**src/rtl/snake_game_ctrl_pkg.sv**
```systemverilog
// Shared encodings and default sizing for the snake game-level controller.
// Pause support is selected by SNAKE_CTRL_PAUSE_EN in the modules that import this package.
package snake_game_ctrl_pkg;

    typedef enum logic [1:0] {
        DIR_UP    = 2'b00,
        DIR_DOWN  = 2'b01,
        DIR_LEFT  = 2'b10,
        DIR_RIGHT = 2'b11
    } dir_e;

    typedef enum logic [1:0] {
        ST_IDLE  = 2'd0,
        ST_PLAY  = 2'd1,
        ST_PAUSE = 2'd2,
        ST_OVER  = 2'd3
    } state_e;

    localparam int unsigned DEF_DIV_SLOW  = 12_500_000;
    localparam int unsigned DEF_DIV_NORM  = 6_250_000;
    localparam int unsigned DEF_DIV_FAST  = 3_125_000;
    localparam int unsigned DEF_CNT_W     = 24;
    localparam int unsigned DEF_INIT_LEN  = 3;
    localparam int unsigned DEF_MAX_LEN   = 255;
    localparam int unsigned DEF_SCORE_MAX = 9999;
    localparam int unsigned SCORE_W       = 14;
    localparam int unsigned LEN_W         = 8;

    function automatic dir_e opposite_dir(input dir_e d);
        case (d)
            DIR_UP:   opposite_dir = DIR_DOWN;
            DIR_DOWN: opposite_dir = DIR_UP;
            DIR_LEFT: opposite_dir = DIR_RIGHT;
            default:  opposite_dir = DIR_LEFT;
        endcase
    endfunction

endpackage

```
**src/rtl/snake_game_ctrl_if.sv**
```systemverilog
// Key/datapath-facing signal bundle of the snake game controller.
// master drives keys and datapath events; slave is the controller.
interface snake_game_ctrl_if;
    import snake_game_ctrl_pkg::*;

    logic                 key_u;
    logic                 key_d;
    logic                 key_l;
    logic                 key_r;
    logic                 key_p;
    logic [1:0]           speed_mode;
    logic                 eat;
    logic                 hit;
    logic                 move_tick;
    dir_e                 dir;
    state_e               state;
    logic                 game_over;
    logic [SCORE_W-1:0]   score;
    logic [LEN_W-1:0]     length;

    modport master (
        output key_u, key_d, key_l, key_r, key_p, speed_mode, eat, hit,
        input  move_tick, dir, state, game_over, score, length
    );

    modport slave (
        input  key_u, key_d, key_l, key_r, key_p, speed_mode, eat, hit,
        output move_tick, dir, state, game_over, score, length
    );

endinterface

```
**src/rtl/snake_game_ctrl_tick_gen.sv**
```systemverilog
// Move-rate divider: counts while run is high and emits a registered one-cycle tick.
// due flags the cycle whose clock edge produces the tick, so the caller can commit with it.
module snake_game_ctrl_tick_gen #(
    parameter int unsigned DIV_SLOW = 8,
    parameter int unsigned DIV_NORM = 4,
    parameter int unsigned DIV_FAST = 2,
    parameter int unsigned CNT_W    = 24
) (
    input  logic       clk,
    input  logic       rst,
    input  logic       run,
    input  logic       clear,
    input  logic [1:0] speed_mode,
    output logic       due,
    output logic       tick
);

    logic [CNT_W-1:0] cnt_q, cnt_d;
    logic [CNT_W-1:0] div_m1;
    logic             tick_q, tick_d;

    always_comb begin
        case (speed_mode)
            2'b00:   div_m1 = CNT_W'(DIV_SLOW - 1);
            2'b01:   div_m1 = CNT_W'(DIV_NORM - 1);
            default: div_m1 = CNT_W'(DIV_FAST - 1);
        endcase
    end

    // >= rather than == so a switch to a faster mode never skips past the terminal count
    assign due = run && !clear && (cnt_q >= div_m1);

    always_comb begin
        cnt_d  = cnt_q;
        tick_d = 1'b0;
        if (clear) begin
            cnt_d = '0;
        end else if (due) begin
            cnt_d  = '0;
            tick_d = 1'b1;
        end else if (run) begin
            cnt_d = cnt_q + CNT_W'(1);
        end
    end

    always_ff @(posedge clk) begin
        if (rst) begin
            cnt_q  <= '0;
            tick_q <= 1'b0;
        end else begin
            cnt_q  <= cnt_d;
            tick_q <= tick_d;
        end
    end

    assign tick = tick_q;

endmodule

```
**src/rtl/snake_game_ctrl.sv**
```systemverilog
// Snake game sequencer: game FSM, direction arbitration, score/length counters.
// Define SNAKE_CTRL_PAUSE_EN to enable the PAUSE state via key_p.
//
// state    | meaning
// ST_IDLE  | waiting for a direction key; score/length at start values
// ST_PLAY  | snake moving, ticks generated, keys/eat/hit honoured
// ST_PAUSE | divider frozen, all game inputs except key_p ignored
// ST_OVER  | collision seen; results frozen until a direction key
module snake_game_ctrl
    import snake_game_ctrl_pkg::*;
#(
    parameter int unsigned DIV_SLOW  = DEF_DIV_SLOW,
    parameter int unsigned DIV_NORM  = DEF_DIV_NORM,
    parameter int unsigned DIV_FAST  = DEF_DIV_FAST,
    parameter int unsigned CNT_W     = DEF_CNT_W,
    parameter int unsigned INIT_LEN  = DEF_INIT_LEN,
    parameter int unsigned MAX_LEN   = DEF_MAX_LEN,
    parameter int unsigned SCORE_MAX = DEF_SCORE_MAX
) (
    input  logic               clk,
    input  logic               rst,
    snake_game_ctrl_if.slave   bus
);

    state_e             state_q, state_d;
    dir_e               dir_q, dir_d;
    dir_e               pending_q, pending_d;
    logic [SCORE_W-1:0] score_q, score_d;
    logic [LEN_W-1:0]   length_q, length_d;
    logic               key_any;
    dir_e               key_dir;
    logic               tick_run, tick_clear, tick_due, tick;
    logic               pause_key;

`ifdef SNAKE_CTRL_PAUSE_EN
    assign pause_key = bus.key_p;
`else
    logic unused_key_p;
    assign unused_key_p = bus.key_p;
    assign pause_key    = 1'b0;
`endif

    assign key_any = bus.key_u | bus.key_d | bus.key_l | bus.key_r;

    always_comb begin
        if (bus.key_u)      key_dir = DIR_UP;
        else if (bus.key_d) key_dir = DIR_DOWN;
        else if (bus.key_l) key_dir = DIR_LEFT;
        else                key_dir = DIR_RIGHT;
    end

    // hit wins over a due tick, so the divider is stopped in the collision cycle
    assign tick_run   = (state_q == ST_PLAY) && !bus.hit;
    assign tick_clear = (state_q == ST_IDLE) || (state_q == ST_OVER);

    snake_game_ctrl_tick_gen #(
        .DIV_SLOW (DIV_SLOW),
        .DIV_NORM (DIV_NORM),
        .DIV_FAST (DIV_FAST),
        .CNT_W    (CNT_W)
    ) u_tick_gen (
        .clk        (clk),
        .rst        (rst),
        .run        (tick_run),
        .clear      (tick_clear),
        .speed_mode (bus.speed_mode),
        .due        (tick_due),
        .tick       (tick)
    );

    always_comb begin
        state_d   = state_q;
        dir_d     = dir_q;
        pending_d = pending_q;
        score_d   = score_q;
        length_d  = length_q;
        case (state_q)
            ST_IDLE: begin
                if (key_any) begin
                    state_d   = ST_PLAY;
                    dir_d     = key_dir;
                    pending_d = key_dir;
                end
            end
            ST_PLAY: begin
                if (bus.hit) begin
                    state_d = ST_OVER;
                end else begin
                    if (pause_key) state_d = ST_PAUSE;
                    if (tick_due) dir_d = pending_q;
                    // reversal is judged against the committed heading, not the queued one
                    if (key_any && (key_dir != opposite_dir(dir_q))) pending_d = key_dir;
                    if (bus.eat) begin
                        if (score_q < SCORE_W'(SCORE_MAX)) score_d = score_q + SCORE_W'(1);
                        if (length_q < LEN_W'(MAX_LEN)) length_d = length_q + LEN_W'(1);
                    end
                end
            end
            ST_PAUSE: begin
`ifdef SNAKE_CTRL_PAUSE_EN
                if (pause_key) state_d = ST_PLAY;
`else
                state_d = ST_IDLE;
`endif
            end
            ST_OVER: begin
                if (key_any) begin
                    state_d   = ST_IDLE;
                    dir_d     = DIR_RIGHT;
                    pending_d = DIR_RIGHT;
                    score_d   = '0;
                    length_d  = LEN_W'(INIT_LEN);
                end
            end
            default: state_d = ST_IDLE;
        endcase
    end

    always_ff @(posedge clk) begin
        if (rst) begin
            state_q   <= ST_IDLE;
            dir_q     <= DIR_RIGHT;
            pending_q <= DIR_RIGHT;
            score_q   <= '0;
            length_q  <= LEN_W'(INIT_LEN);
        end else begin
            state_q   <= state_d;
            dir_q     <= dir_d;
            pending_q <= pending_d;
            score_q   <= score_d;
            length_q  <= length_d;
        end
    end

    assign bus.move_tick = tick;
    assign bus.dir       = dir_q;
    assign bus.state     = state_q;
    assign bus.game_over = (state_q == ST_OVER);
    assign bus.score     = score_q;
    assign bus.length    = length_q;

endmodule
```
**src/flat_wrapper.sv**
```systemverilog
// flat-port wrapper written by rule: the top's interface ports become plain ports
module snake_game_ctrl_flat import snake_game_ctrl_pkg::*;
#(
    parameter int unsigned DIV_SLOW  = DEF_DIV_SLOW,
    parameter int unsigned DIV_NORM  = DEF_DIV_NORM,
    parameter int unsigned DIV_FAST  = DEF_DIV_FAST,
    parameter int unsigned CNT_W     = DEF_CNT_W,
    parameter int unsigned INIT_LEN  = DEF_INIT_LEN,
    parameter int unsigned MAX_LEN   = DEF_MAX_LEN,
    parameter int unsigned SCORE_MAX = DEF_SCORE_MAX
)
  (clk, rst, bus_key_u, bus_key_d, bus_key_l, bus_key_r, bus_key_p, bus_speed_mode, bus_eat, bus_hit, bus_move_tick, bus_dir, bus_state, bus_game_over, bus_score, bus_length);
  snake_game_ctrl_if bus_i ();
  input  logic clk;
  input  logic rst;
  input wire logic [$bits(bus_i.key_u)-1:0] bus_key_u;
  input wire logic [$bits(bus_i.key_d)-1:0] bus_key_d;
  input wire logic [$bits(bus_i.key_l)-1:0] bus_key_l;
  input wire logic [$bits(bus_i.key_r)-1:0] bus_key_r;
  input wire logic [$bits(bus_i.key_p)-1:0] bus_key_p;
  input wire logic [$bits(bus_i.speed_mode)-1:0] bus_speed_mode;
  input wire logic [$bits(bus_i.eat)-1:0] bus_eat;
  input wire logic [$bits(bus_i.hit)-1:0] bus_hit;
  output wire logic [$bits(bus_i.move_tick)-1:0] bus_move_tick;
  output wire logic [$bits(bus_i.dir)-1:0] bus_dir;
  output wire logic [$bits(bus_i.state)-1:0] bus_state;
  output wire logic [$bits(bus_i.game_over)-1:0] bus_game_over;
  output wire logic [$bits(bus_i.score)-1:0] bus_score;
  output wire logic [$bits(bus_i.length)-1:0] bus_length;
  assign bus_i.key_u = bus_key_u;
  assign bus_i.key_d = bus_key_d;
  assign bus_i.key_l = bus_key_l;
  assign bus_i.key_r = bus_key_r;
  assign bus_i.key_p = bus_key_p;
  assign bus_i.speed_mode = bus_speed_mode;
  assign bus_i.eat = bus_eat;
  assign bus_i.hit = bus_hit;
  assign bus_move_tick = bus_i.move_tick;
  assign bus_dir = bus_i.dir;
  assign bus_state = bus_i.state;
  assign bus_game_over = bus_i.game_over;
  assign bus_score = bus_i.score;
  assign bus_length = bus_i.length;
  snake_game_ctrl #(.DIV_SLOW(DIV_SLOW), .DIV_NORM(DIV_NORM), .DIV_FAST(DIV_FAST), .CNT_W(CNT_W), .INIT_LEN(INIT_LEN), .MAX_LEN(MAX_LEN), .SCORE_MAX(SCORE_MAX)) u_core (.clk(clk), .rst(rst), .bus(bus_i));
endmodule
```
**config.mk**
```make
export PLATFORM = sky130hd
export DESIGN_NAME = snake_game_ctrl_flat
export DESIGN_NICKNAME = d
export VERILOG_FILES = /design/src/rtl/snake_game_ctrl_pkg.sv /design/src/rtl/snake_game_ctrl_if.sv /design/src/rtl/snake_game_ctrl_tick_gen.sv /design/src/rtl/snake_game_ctrl.sv /design/src/flat_wrapper.sv
export SDC_FILE = /design/constraint.sdc
export NUM_CORES = 1
export LEC_CHECK = 0
export ABC_AREA = 1
export BUFFER_PORTS_ARGS = -buffer_cell sky130_fd_sc_hd__buf_4
export CAP_MARGIN = 15
export CORE_ASPECT_RATIO = 1.4
export CORE_MARGIN = 1
export CORE_UTILIZATION = 45
export DETAILED_ROUTE_END_ITERATION = 8
export SETUP_SLACK_MARGIN = 0.05
export SKIP_LAST_GASP = 1
export SYNTH_ARGS = -nofsm -noshare
export SYNTH_HDL_FRONTEND = slang
export SYNTH_SLANG_ARGS = --single-unit
```
**constraint.sdc**
```tcl
create_clock -name clk -period 5 [get_ports clk]
set_input_delay 1.25 -clock clk [delete_from_list [all_inputs] [get_ports clk]]
set_output_delay 1.25 -clock clk [all_outputs]
set_load 0.05 [all_outputs]
```
Word-level counts from Yosys, hierarchy flattened
Cells that the tools add are included.
Word-level totals
  flip-flop bits (word level): 53
  input bits: 11
  output and inout port bits: 28
  word-level logic and storage cells: 81
Operators by class
  add/sub/neg operators: 3
  $lt $le $gt $ge: 3
  equal/unequal tests: 16
  mux-type cells: 30
  bitwise gates (word level): 3
  reduce and logical (&&, ||, !) cells: 19
Operator list (count)
  two-way mux 14 bit: 4
  case mux 24 bit (2 select lines): 1
  two-way mux 8 bit: 4
  case mux 14 bit (2 select lines): 1
  two-way mux 2 bit: 13
  adder 24 x 1 -> 24 bit (second input constant): 1
  >= comparator 24 bit: 1
  AND reduction 5 bit: 4
  case mux 2 bit (3 select lines): 3
  case mux 8 bit (2 select lines): 1
  adder 14 x 1 -> 14 bit (second input constant): 1
  less-than comparator 14 bit (second input constant): 1
  != test 2 bit (second input constant): 6
  adder 8 x 1 -> 8 bit (second input constant): 1
  less-than comparator 8 bit (second input constant): 1
  case mux 2 bit (4 select lines): 1
  == test 2 x 1 -> 1 bit (second input constant): 3
  == test 2 bit (second input constant): 3
  logical NOT 2 bit: 3
  != test 2 x 1 -> 1 bit (second input constant): 3
  logical AND 1 bit: 4
  bitwise OR 1 bit: 3
  AND reduction 3 bit: 1
  nonzero test 3 bit: 1
  other kinds (7): 9

Depth between registers and ports, before layout
Gate-level depths: netlist of the first run.
  depth after elaboration: 9
  gate-level depth with buffers: 15

Modules after synthesis
Synthesis of the first run repeated with hierarchy kept, for this count alone.
Unflattened totals
  cell total of the unflattened synthesis: 558
  area total of the unflattened synthesis: 3721.1 um^2
Modules (own cells, without submodules)
  snake_game_ctrl: instances 1, cells an instance 314, area each 1939.4 um^2, sequential area each 560.5 um^2
  snake_game_ctrl_tick_gen: instances 1, cells an instance 244, area each 1781.7 um^2, sequential area each 500.5 um^2

Worst setup path after synthesis of the first run
OpenSTA, ideal clock, no wires.
  path type: input -> register
  start point: input bus_speed_mode[1]
  end point: register u_core.u_tick_gen.cnt_q[8]
  data arrival time: 2.625 ns
  data required time: 4.880 ns
  setup slack: 2.255 ns
  stages: 13
  buffers on the path: 1
  cell sequence: nor2_1 > inv_1 > ha_1 > nand2_1 > nor2_1 > nand2_1 > nor2_1 > nand2_1 > nand3_1 > nand2_2 > nand2_2 > buf_4 > nor3b_2
Between the ends
  word-level cells in the longest chain between the ends: 5
  elaborated cells on any way between the ends: 6
RTL lines
  start, declared: line flat_wrapper.sv:21  | input wire logic [$bits(bus_i.speed_mode)-1:0] bus_speed_mode;
  == test 2 x 1 -> 1 bit or logical NOT 2 bit (tied branches): line snake_game_ctrl_tick_gen.sv:23  | case (speed_mode)
  case mux 24 bit (2 select lines) *: line snake_game_ctrl_tick_gen.sv:23
  >= comparator 24 bit *: line snake_game_ctrl_tick_gen.sv:31  | assign due = run && !clear && (cnt_q >= div_m1);
  logical AND 1 bit *: line snake_game_ctrl_tick_gen.sv:31
  OR reduction 3 bit (no line) *
  end signal, assigned: line snake_game_ctrl_tick_gen.sv:51  | cnt_q <= cnt_d;
  end, declared: line snake_game_ctrl_tick_gen.sv:18  | logic [CNT_W-1:0] cnt_q, cnt_d;
Mark *: on every way between the ends. The rest lies on a longest branch, timed or not.
A chain may end at the register's enable or synchronous reset.

Worst setup path in the final report of the first run
  start point: input bus_speed_mode[1]
  end point: register u_core.u_tick_gen.cnt_q[16]
The elaborated chain is that of the path after synthesis.

==> results_dict.tcl, run 1 <==
set metrics [dict create \
    grt_pass1_vias 3016 \
    clk_pin_slew_ps 90 \
    required_ps 5210 \
    fillCellCount 789 \
    num-nets-final 576 \
    holdBufCountCts 0 \
    path_buf_inv 2 \
    ys_ff_latch 53 \
    hold_violations 0 \
    ctsLongestPathBuffers 2 \
    finalMaxSlewViolations 0 \
    total_power_w 0.00104 \
    fmax_mhz 318 \
    synth_compound_area_frac 0.0928 \
    synth_fp_nets 543 \
    num_vias 3217 \
    yosys.area_share.simple 0.396 \
    htreeDepth 2 \
    yosysSeqAreaShare 0.305 \
    hpwl_um 6080 \
    synthMuxAreaShare 0 \
    coreArea_sq_um 7410 \
    end_kind "register" \
    cts_inserted_buffers 5 \
    synthDistinctLibCells 37 \
    drtAntennaViolNets 0 \
    critPathKind "input pin to register" \
    syn_inst 513 \
    drt_iter0_markers 98 \
    avgSynthCellArea_sq_um 6.78 \
    grt_usage 0.210 \
    worst_slew_pin_slew_ps 643 \
    leakage_nw 1.64 \
    drv_cap 0 \
    slowest_delay_ps 420 \
    status "completed" \
    stdcell_count 642 \
    final.min_clock_period_ps 3140 \
    cts_setup_buffers 0 \
    period_share 0.629 \
    port_buffers 37 \
    setup_tns_ps 0 \
    ios 39 \
    antenna_found_initial 0 \
    rows 37 \
    syn_area_sq_um 3480 \
    cpMostUsedCell "nor2_1" \
    start_util 0.470 \
    drc 0 \
    crit_fanout 23 \
    critPathLaunchType "input pin" \
    peakVddDrop_uv 203 \
    worstPathArrival_ps 3350 \
    cts_tree "done" \
    crit_family "simple AND/OR/NAND/NOR gates" \
    grt_max_degree 24 \
    dr.pass1.iters 4 \
    drive_gt1_frac 0.154 \
    hp-class "register to register" \
    yosysWarnings 0 \
    clock-skew-final_ps 5.80 \
    worst_skew_pair.late_latency_ps 300 \
    rsz0062_at_grt "no" \
    yosys.area_share.adder 0.0683 \
    gp_congestion 0.843 \
    crit_slowest_cell "nand2_2" \
    grt_pass1_wl_um 13700 \
    drt-total-wl_um 7950 \
    multi_input_area_sq_um 2120 \
    area_growth_pct 11.6 \
    root_buffer "clkbuf_8" \
    slew_headroom 0.571 \
    seqCellArea_sq_um 1060 \
    die_area_sq_um 8090 \
    num_antenna_cells 0 \
    p_per_area_nw_per_um2 268 \
    viasPerCell 5.01 \
    synth_top_family_by_area "simple AND/OR/NAND/NOR gates" \
    setup_viol 0 \
    post_cts_resized 0 \
    dieWidth_um 76.3 \
    synth_xor_xnor_area_share 0.0529 \
    cts.sinks 53 \
    grt_overflow_total 0 \
    wire_per_inst_um 12.4 \
    dp_cells 636 \
    cp_cell_sequence "buf_4, nor2_1, inv_1, ha_1, nand2_1, nor2_1, nand2_1, nor2_1, nand2_1, nand3_1, nand2_2, nand2_2, nor2_1, o21a_1" \
    die_y_um 106 \
]
==> cell usage in the layout (no fill, tap or decap), types with 2 or more instances in the layout <==
cell type / n
nand2_4: 3
nand3_2: 2
nand2_1: 126
dfxtp_1: 53
o21ai_2: 3
nor2_2: 3
nand3b_1: 5
inv_2: 6
nor2_1: 81
inv_1: 53
nand2_2: 6
nor2_4: 5
clkbuf_8: 5
xnor2_1: 3
nor3_1: 8
o21ai_0: 13
nand3_1: 28
ha_1: 19
nor3_2: 5
buf_4: 37
o21ai_1: 4
a21oi_1: 36
nand4_1: 9
xor2_1: 18
o211ai_1: 2
nor3b_2: 3
==> area by class of cell <==
type	count	share of cell area
clock buffers	5	0.0177
clock inverters	1	0.00129
inverters	60	0.0586
multi-input cells	389	0.546
flip-flops and latches	53	0.273
well taps	97	0.0312
repair buffers	37	0.0715
==> cell families (layout without fill, tap and decap cells) <==
logic type      after synthesis  after routing
buf+inv                      71            103
xor+xnor                     21             21
flops                        53             53
simple gates                289            289
compound gates               60             60
fa+ha+maj                    19             19
==> worst reg2reg max path, cell delays in order (launching register included) <==
cell and delay, ps:
dfxtp_1 420, ha_1 480, inv_2 140, nor2_4 250, nand2_4 120, nor2_8 130
nand3_2 110, nor2_4 170, nand2_2 100, nor3_1 200, nor3b_2 70
==> routing by layer <==
layer,vias up,global-route usage,wire (um)
li1,1700,-,-
met1,1454,0.231,3350
met2,49,0.403,4230
met3,14,0.0240,172
met4,0,0.0810,196
met5,-,0,0
==> stage by stage <==
step                hold WS (ps)  cell area [sq um]  utilization  setup slack (ps)
finish                       476               3880        0.524              1860
global route                 519               3880        0.524              1650
CTS                          481               3880        0.524              1840
detailed placement           458               3810        0.514              1500
global placement             444               3810        0.514              1590
floorplan                    434               3480            -              2260
==> cell usage after synthesis (all sizes together) <==
library cell  count  area share
nor3b             3       0.011
or2               1      0.0018
xor2             18       0.045
o21ai            20       0.032
dfxtp            53        0.30
o211ai            2      0.0043
a21oi            36       0.052
nor2             90        0.11
xnor2             3      0.0076
nor3             14       0.031
nand4            10       0.020
ha               19       0.068
nand2           135        0.16
nand3            31       0.051
nand3b            5       0.011
buf               7       0.015
o21a              1      0.0022
clkbuf            4      0.0043
a311oi            1      0.0025
inv              60       0.065
==> registers in the layout, summed over array words and instances (netlist names) <==
signal                   cells
u_core.bus.length            8
u_core.u_tick_gen.cnt_q     24
u_core.pending_q             2
u_core.bus.dir               2
u_core.bus.score            14
u_core.u_tick_gen.tick       1
u_core.bus.state             2
==> worst paths after layout <==
kind / startpoint / to / slack (ps) / cells after the start
max: bus_speed_mode[1] / u_core.u_tick_gen.cnt_q[16] / 1860 / 14
min: u_core.pending_q[0] / u_core.pending_q[0] / 480 / 2
max reg2reg: u_core.bus.state[0] / u_core.u_tick_gen.cnt_q[19] / 2690 / 10
min reg2reg: u_core.pending_q[0] / u_core.pending_q[0] / 480 / 2
==> report_power, final <==
group          switching (W)  internal [W]
Combinational       0.000236     0.0000958
Clock               0.000139     0.0000928
Sequential         0.0000276      0.000449
Total               0.000403      0.000638
Note: power is estimated with default switching activity, not from simulation.
==> run 2: changes to the inputs <==
- clock period: 5 -> 3.2 ns (I/O delays scaled with it)
==> run 2 against run 1 <==
Combinational power is 60% higher; final cell count grew 0.62%; cell area increased by 1.7%; non-clock buffer count increased by 3; clock power increased by 90%; critical path depth increased by 1; clock skew increased by 8.5 ps; via count down 0.50%; global-route usage is 0.43 points lower; die area stayed put; sequential share of layout area down 0.45 points; total power increased by 65%.
==> results_dict.tcl, run 2 (same netlist as run 1, synthesis figures left out) <==
set metrics [dict create \
    required_ps 3440 \
    rows 37 \
    dieWidth_um 76.3 \
    slew_headroom 0.688 \
    p_per_area_nw_per_um2 435 \
    num_vias 3201 \
    setup_tns_ps 0 \
    clk_pin_slew_ps 100 \
    multi_input_area_sq_um 2120 \
    cts_tree "done" \
    worst_slew_pin_slew_ps 467 \
    num_antenna_cells 0 \
    antenna_found_initial 0 \
    drt-total-wl_um 7820 \
    viasPerCell 4.96 \
    place_ws_ps 423 \
    period_share 0.757 \
    top_register "u_core.u_tick_gen.cnt_q" \
    grt_usage 0.205 \
    setup_viol 0 \
    cts.sinks 53 \
    drive_gt1_frac 0.160 \
    htreeDepth 2 \
    wire_per_inst_um 12.1 \
    grt_pass1_wl_um 13600 \
    status "completed" \
    crit_fanout 14 \
    coreArea_sq_um 7410 \
    hold_violations 0 \
    leakage_nw 1.68 \
    drt_iter0_markers 138 \
    critPathKind "input pin to register" \
    dr.pass1.iters 4 \
    drc 0 \
    ios 39 \
    finalMaxSlewViolations 0 \
    rsz0062_at_grt "no" \
    grt_overflow_total 0 \
    largest_reg_flops 24 \
    port_buffers 37 \
    post_cts_resized 0 \
    root_buffer "clkbuf_8" \
    grt_pass1_vias 3077 \
    clock-skew-final_ps 14.3 \
    hp-class "register to register" \
    gp_congestion 0.851 \
    die_y_um 106 \
    peakVddDrop_uv 322 \
    cts_inserted_buffers 5 \
    seqCellArea_sq_um 1060 \
    die_area_sq_um 8090 \
    num-nets-final 579 \
    critPathLaunchType "input pin" \
    area_growth_pct 13.5 \
    ctsLongestPathBuffers 2 \
    grt_max_degree 18 \
    worstPathArrival_ps 2670 \
    hpwl_um 6140 \
    layout_common_cells "126 x nand2_1, 81 x nor2_1, 53 x inv_1, 53 x dfxtp_1, 39 x buf_4" \
    start_util 0.470 \
    drv_cap 0 \
    holdBufCountCts 0 \
    fin_ws_ps 777 \
    final.min_clock_period_ps 2420 \
    drtAntennaViolNets 0 \
    cts_setup_buffers 0 \
    mostFrequentLayoutCell "nand2_1" \
    fillCellCount 784 \
    fmax_mhz 413 \
    worst_skew_pair.late_latency_ps 300 \
    end_kind "register" \
]
run 2: cell types whose count changed in the layout (fill, tap and decap cells not counted), sizes merged:
cell and change:
buf +3, bufinv +1
run 2: cell type report:
cell class | count | share of cell area
timing repair buffer | 40 | 0.0792
inverter | 60 | 0.0577
multi-input combinational | 389 | 0.537
tap | 97 | 0.0307
clock buffer | 5 | 0.0174
sequential | 53 | 0.269
clock inverter | 2 | 0.00887
run 2: final timing paths:
kind         slack, ps  depth (start not counted)                start                     endpoint
min                470                          2  u_core.pending_q[1]          u_core.pending_q[1]
max reg2reg        910                         10  u_core.bus.state[0]  u_core.u_tick_gen.cnt_q[19]
min reg2reg        470                          2  u_core.pending_q[1]          u_core.pending_q[1]
max                780                         15    bus_speed_mode[1]   u_core.u_tick_gen.cnt_q[8]
run 2: per-layer routing:
layer  track usage  vias up  part of all wire
met3        0.0249       17             0.023
met5             0        -                 0
met4        0.0907        0             0.034
met2         0.403       46              0.52
li1              -     1700                 -
met1         0.214     1438              0.42
run 2: critical path: stages:
cell and delay, ps:
buf_4 140, inv_1 70, nand2_1 110, inv_1 140, ha_1 260, nand2_1 90
inv_1 40, a21oi_1 140, nand2_1 70, nand2_1 60, nand3_1 90, nand2_2 110
nand2_2 180, buf_12 210, nor3b_2 130
run 2: power breakdown:
group          internal (W)  switching (W)  total (W)
clock              0.000228       0.000213   0.000441
combinational      0.000161       0.000368   0.000530
sequential         0.000702      0.0000438   0.000746
run 2: through the flow:
stage | power [W] | area, sq um | hold slack, ps | util | cells
final | 0.00172 | 3950 | 474 | 0.533 | 646
after global routing | 0.00183 | 3950 | 509 | 0.533 | 646
after CTS | 0.00174 | 3950 | 477 | 0.533 | 646
after detailed placement | 0.00129 | 3840 | 454 | 0.519 | 639
after global placement | 0.00129 | 3840 | 444 | 0.519 | 639
after floorplan | 0.00117 | 3480 | 434 | - | 513
==> run 3: changes to the inputs <==
- ABC_AREA: 1 -> 0
- clock period: 3.2 -> 2.3 ns (I/O delays scaled with it)
==> run 3 against run 2 <==
Routed wire length up 4.4%; via count fell by 4.2%; register-to-register slack worse by 680 ps; setup slack worse by 630 ps; critical path type unchanged; critical endpoint is now u_core.u_tick_gen.cnt_q[23]; largest power group unchanged.
==> results_dict.tcl, run 3 <==
set metrics [dict create \
    top_register "u_core.u_tick_gen.cnt_q" \
    clk_pin_slew_ps 90 \
    grt_max_degree 26 \
    hold_violations 0 \
    area_growth_pct 23.5 \
    setup_viol 0 \
    hpwl_um 6010 \
    largest_reg_flops 24 \
    die_y_um 103 \
    mostFrequentLayoutCell "buf_4" \
    viasPerCell 5.81 \
    layout_common_cells "64 x buf_4, 51 x dfxtp_1, 25 x nor2_1" \
    drv_cap 0 \
    seqCellArea_sq_um 1060 \
    dieWidth_um 73.8 \
    post-route-util 0.575 \
    drtAntennaViolNets 0 \
    cts_inserted_buffers 5 \
    peakVddDrop_uv 450 \
    syn_inst 381 \
    worstPathArrival_ps 2380 \
    ios 39 \
    hp-class "register to register" \
    multi_input_area_sq_um 2150 \
    final.min_clock_period_ps 2150 \
    end_kind "register" \
    num_vias 3068 \
    wire_per_inst_um 15.5 \
    root_buffer "clkbuf_8" \
    status "completed" \
    finalMaxSlewViolations 0 \
    period_share 0.936 \
    drive_gt1_frac 0.242 \
    rows 36 \
    cpMostUsedCell "buf_4" \
    worst_slew_pin_slew_ps 404 \
    worst_skew_pair.late_latency_ps 310 \
    yosys_most_used_dff "dfxtp_1" \
    port_buffers 37 \
    slowest_delay_ps 270 \
    htreeDepth 2 \
    die_area_sq_um 7570 \
    place_ws_ps -243 \
    num-nets-final 462 \
    fin_area_sq_um 4020 \
    crit_slowest_cell "or2_4" \
    gp_congestion 0.808 \
    total_power_w 0.00231 \
    leakage_nw 1.44 \
    grt_usage 0.229 \
    cts.sinks 53 \
    cts_tree "done" \
    start_util 0.466 \
    setup_tns_ps 0 \
    yosysWarnings 0 \
    required_ps 2530 \
    drt-total-wl_um 8160 \
    synth-edff-count 0 \
    grt_pass1_wl_um 13500 \
    critPathLaunchType "input pin" \
    placed_area_sq_um 3830 \
    yosysSeqAreaShare 0.326 \
    dr.pass1.iters 4 \
    num_antenna_cells 0 \
    grt_overflow_total 0 \
    critPathKind "input pin to register" \
    synth_top_area_share 0.326 \
    syn_area_sq_um 3250 \
    synth_top_area_cell "dfxtp_1" \
    netlist_top_cells_area "dfxtp_1 33%, ha_1 7.3%, a211oi_1 6.0%" \
    ys_ff_latch 53 \
    fin_ws_ps 148 \
    p_per_area_nw_per_um2 576 \
    avgSynthCellArea_sq_um 8.53 \
    synth_most_common_cell "dfxtp_1" \
    antenna_found_initial 0 \
    synth_common_cells "53 x dfxtp_1, 26 x a211oi_1, 25 x nand2_1, 25 x nor2_1, 23 x nand3_1" \
    ctsLongestPathBuffers 2 \
    rsz0062_at_grt "no" \
    fmax_mhz 465 \
    synth_fp_nets 411 \
    async_flop_share 0 \
    synthDistinctLibCells 54 \
    grt_pass1_vias 2884 \
    drt_iter0_markers 111 \
    cp_cell_sequence "buf_4, or2_4, inv_2, ha_1, a21oi_2, o2111ai_1, a21o_1, a31o_4, buf_4, a211oi_1" \
    slew_headroom 0.724 \
    clock-skew-final_ps 10.7 \
    drc 0 \
    fillCellCount 663 \
    coreArea_sq_um 6980 \
    crit_fanout 7 \
]
## run 3: final timing paths
kind                                      startpoint                          end  slack (ps)  depth (start not counted)
worst max-delay path               bus_speed_mode[1]  u_core.u_tick_gen.cnt_q[23]         150                         10
worst min-delay path            u_core.bus.length[7]         u_core.bus.length[7]         510                          2
worst max register to register   u_core.bus.state[1]         u_core.bus.length[5]         230                          7
worst min register to register  u_core.bus.length[7]         u_core.bus.length[7]         510                          2
## run 3: layout make-up
class	instances	area share
Sequential cell	53	0.265
Clock buffer	5	0.0171
Clock inverter	3	0.0162
Tap cell	95	0.0296
Inverter	13	0.0122
Multi-Input combinational cell	294	0.535
Timing Repair Buffer	65	0.125
## run 3: worst max-delay path, delay by kind of cell
| kind | cells | cell delay (ps) |
|---|---|---|
| simple gates | 1 | 270 |
| compound gates | 5 | 940 |
| fa+ha+maj | 1 | 240 |
| buf+inv | 3 | 350 |
## run 3: logic make-up (layout without fill, tap and decap cells)
logic type	after synthesis	after routing	synth area share
multiplexers	5	5	0.0154
buffers and inverters	34	86	0.0458
AND/OR/NAND/NOR	144	144	0.241
AO/OA/AOI/OAI	100	100	0.228
flip-flops	53	53	0.326
adder cells (fa/ha/maj)	19	19	0.0731
XOR/XNOR	26	26	0.0701
## run 3: per-stage QoR
step                std cells  hold slack (ps)
CTS                       528              510
floorplan                 381              472
finish                    528              508
detailed placement        520              496
global route              528              521
global placement          520              484
## run 3: power by group
| part | internal (W) | switching (W) |
|---|---|---|
| registers | 0.000958 | 0.0000444 |
| clock network | 0.000433 | 0.000315 |
| logic | 0.000207 | 0.000354 |
## run 3: metal layers
| metal | global-route usage | wire [um] | share of wire |
|---|---|---|---|
| met1 | 0.259 | 3400 | 0.42 |
| met2 | 0.437 | 4350 | 0.53 |
| met3 | 0.0264 | 242 | 0.030 |
| met4 | 0.0784 | 163 | 0.020 |
| met5 | 0 | 0 | 0 |
## run 3: what timing repair did
item / in CTS / in global routing
endpoints found under the setup margin: 0 / 27
gates resized for setup: 0 / 12
setup buffers: 0 / 0
hold buffers: 0 / 0
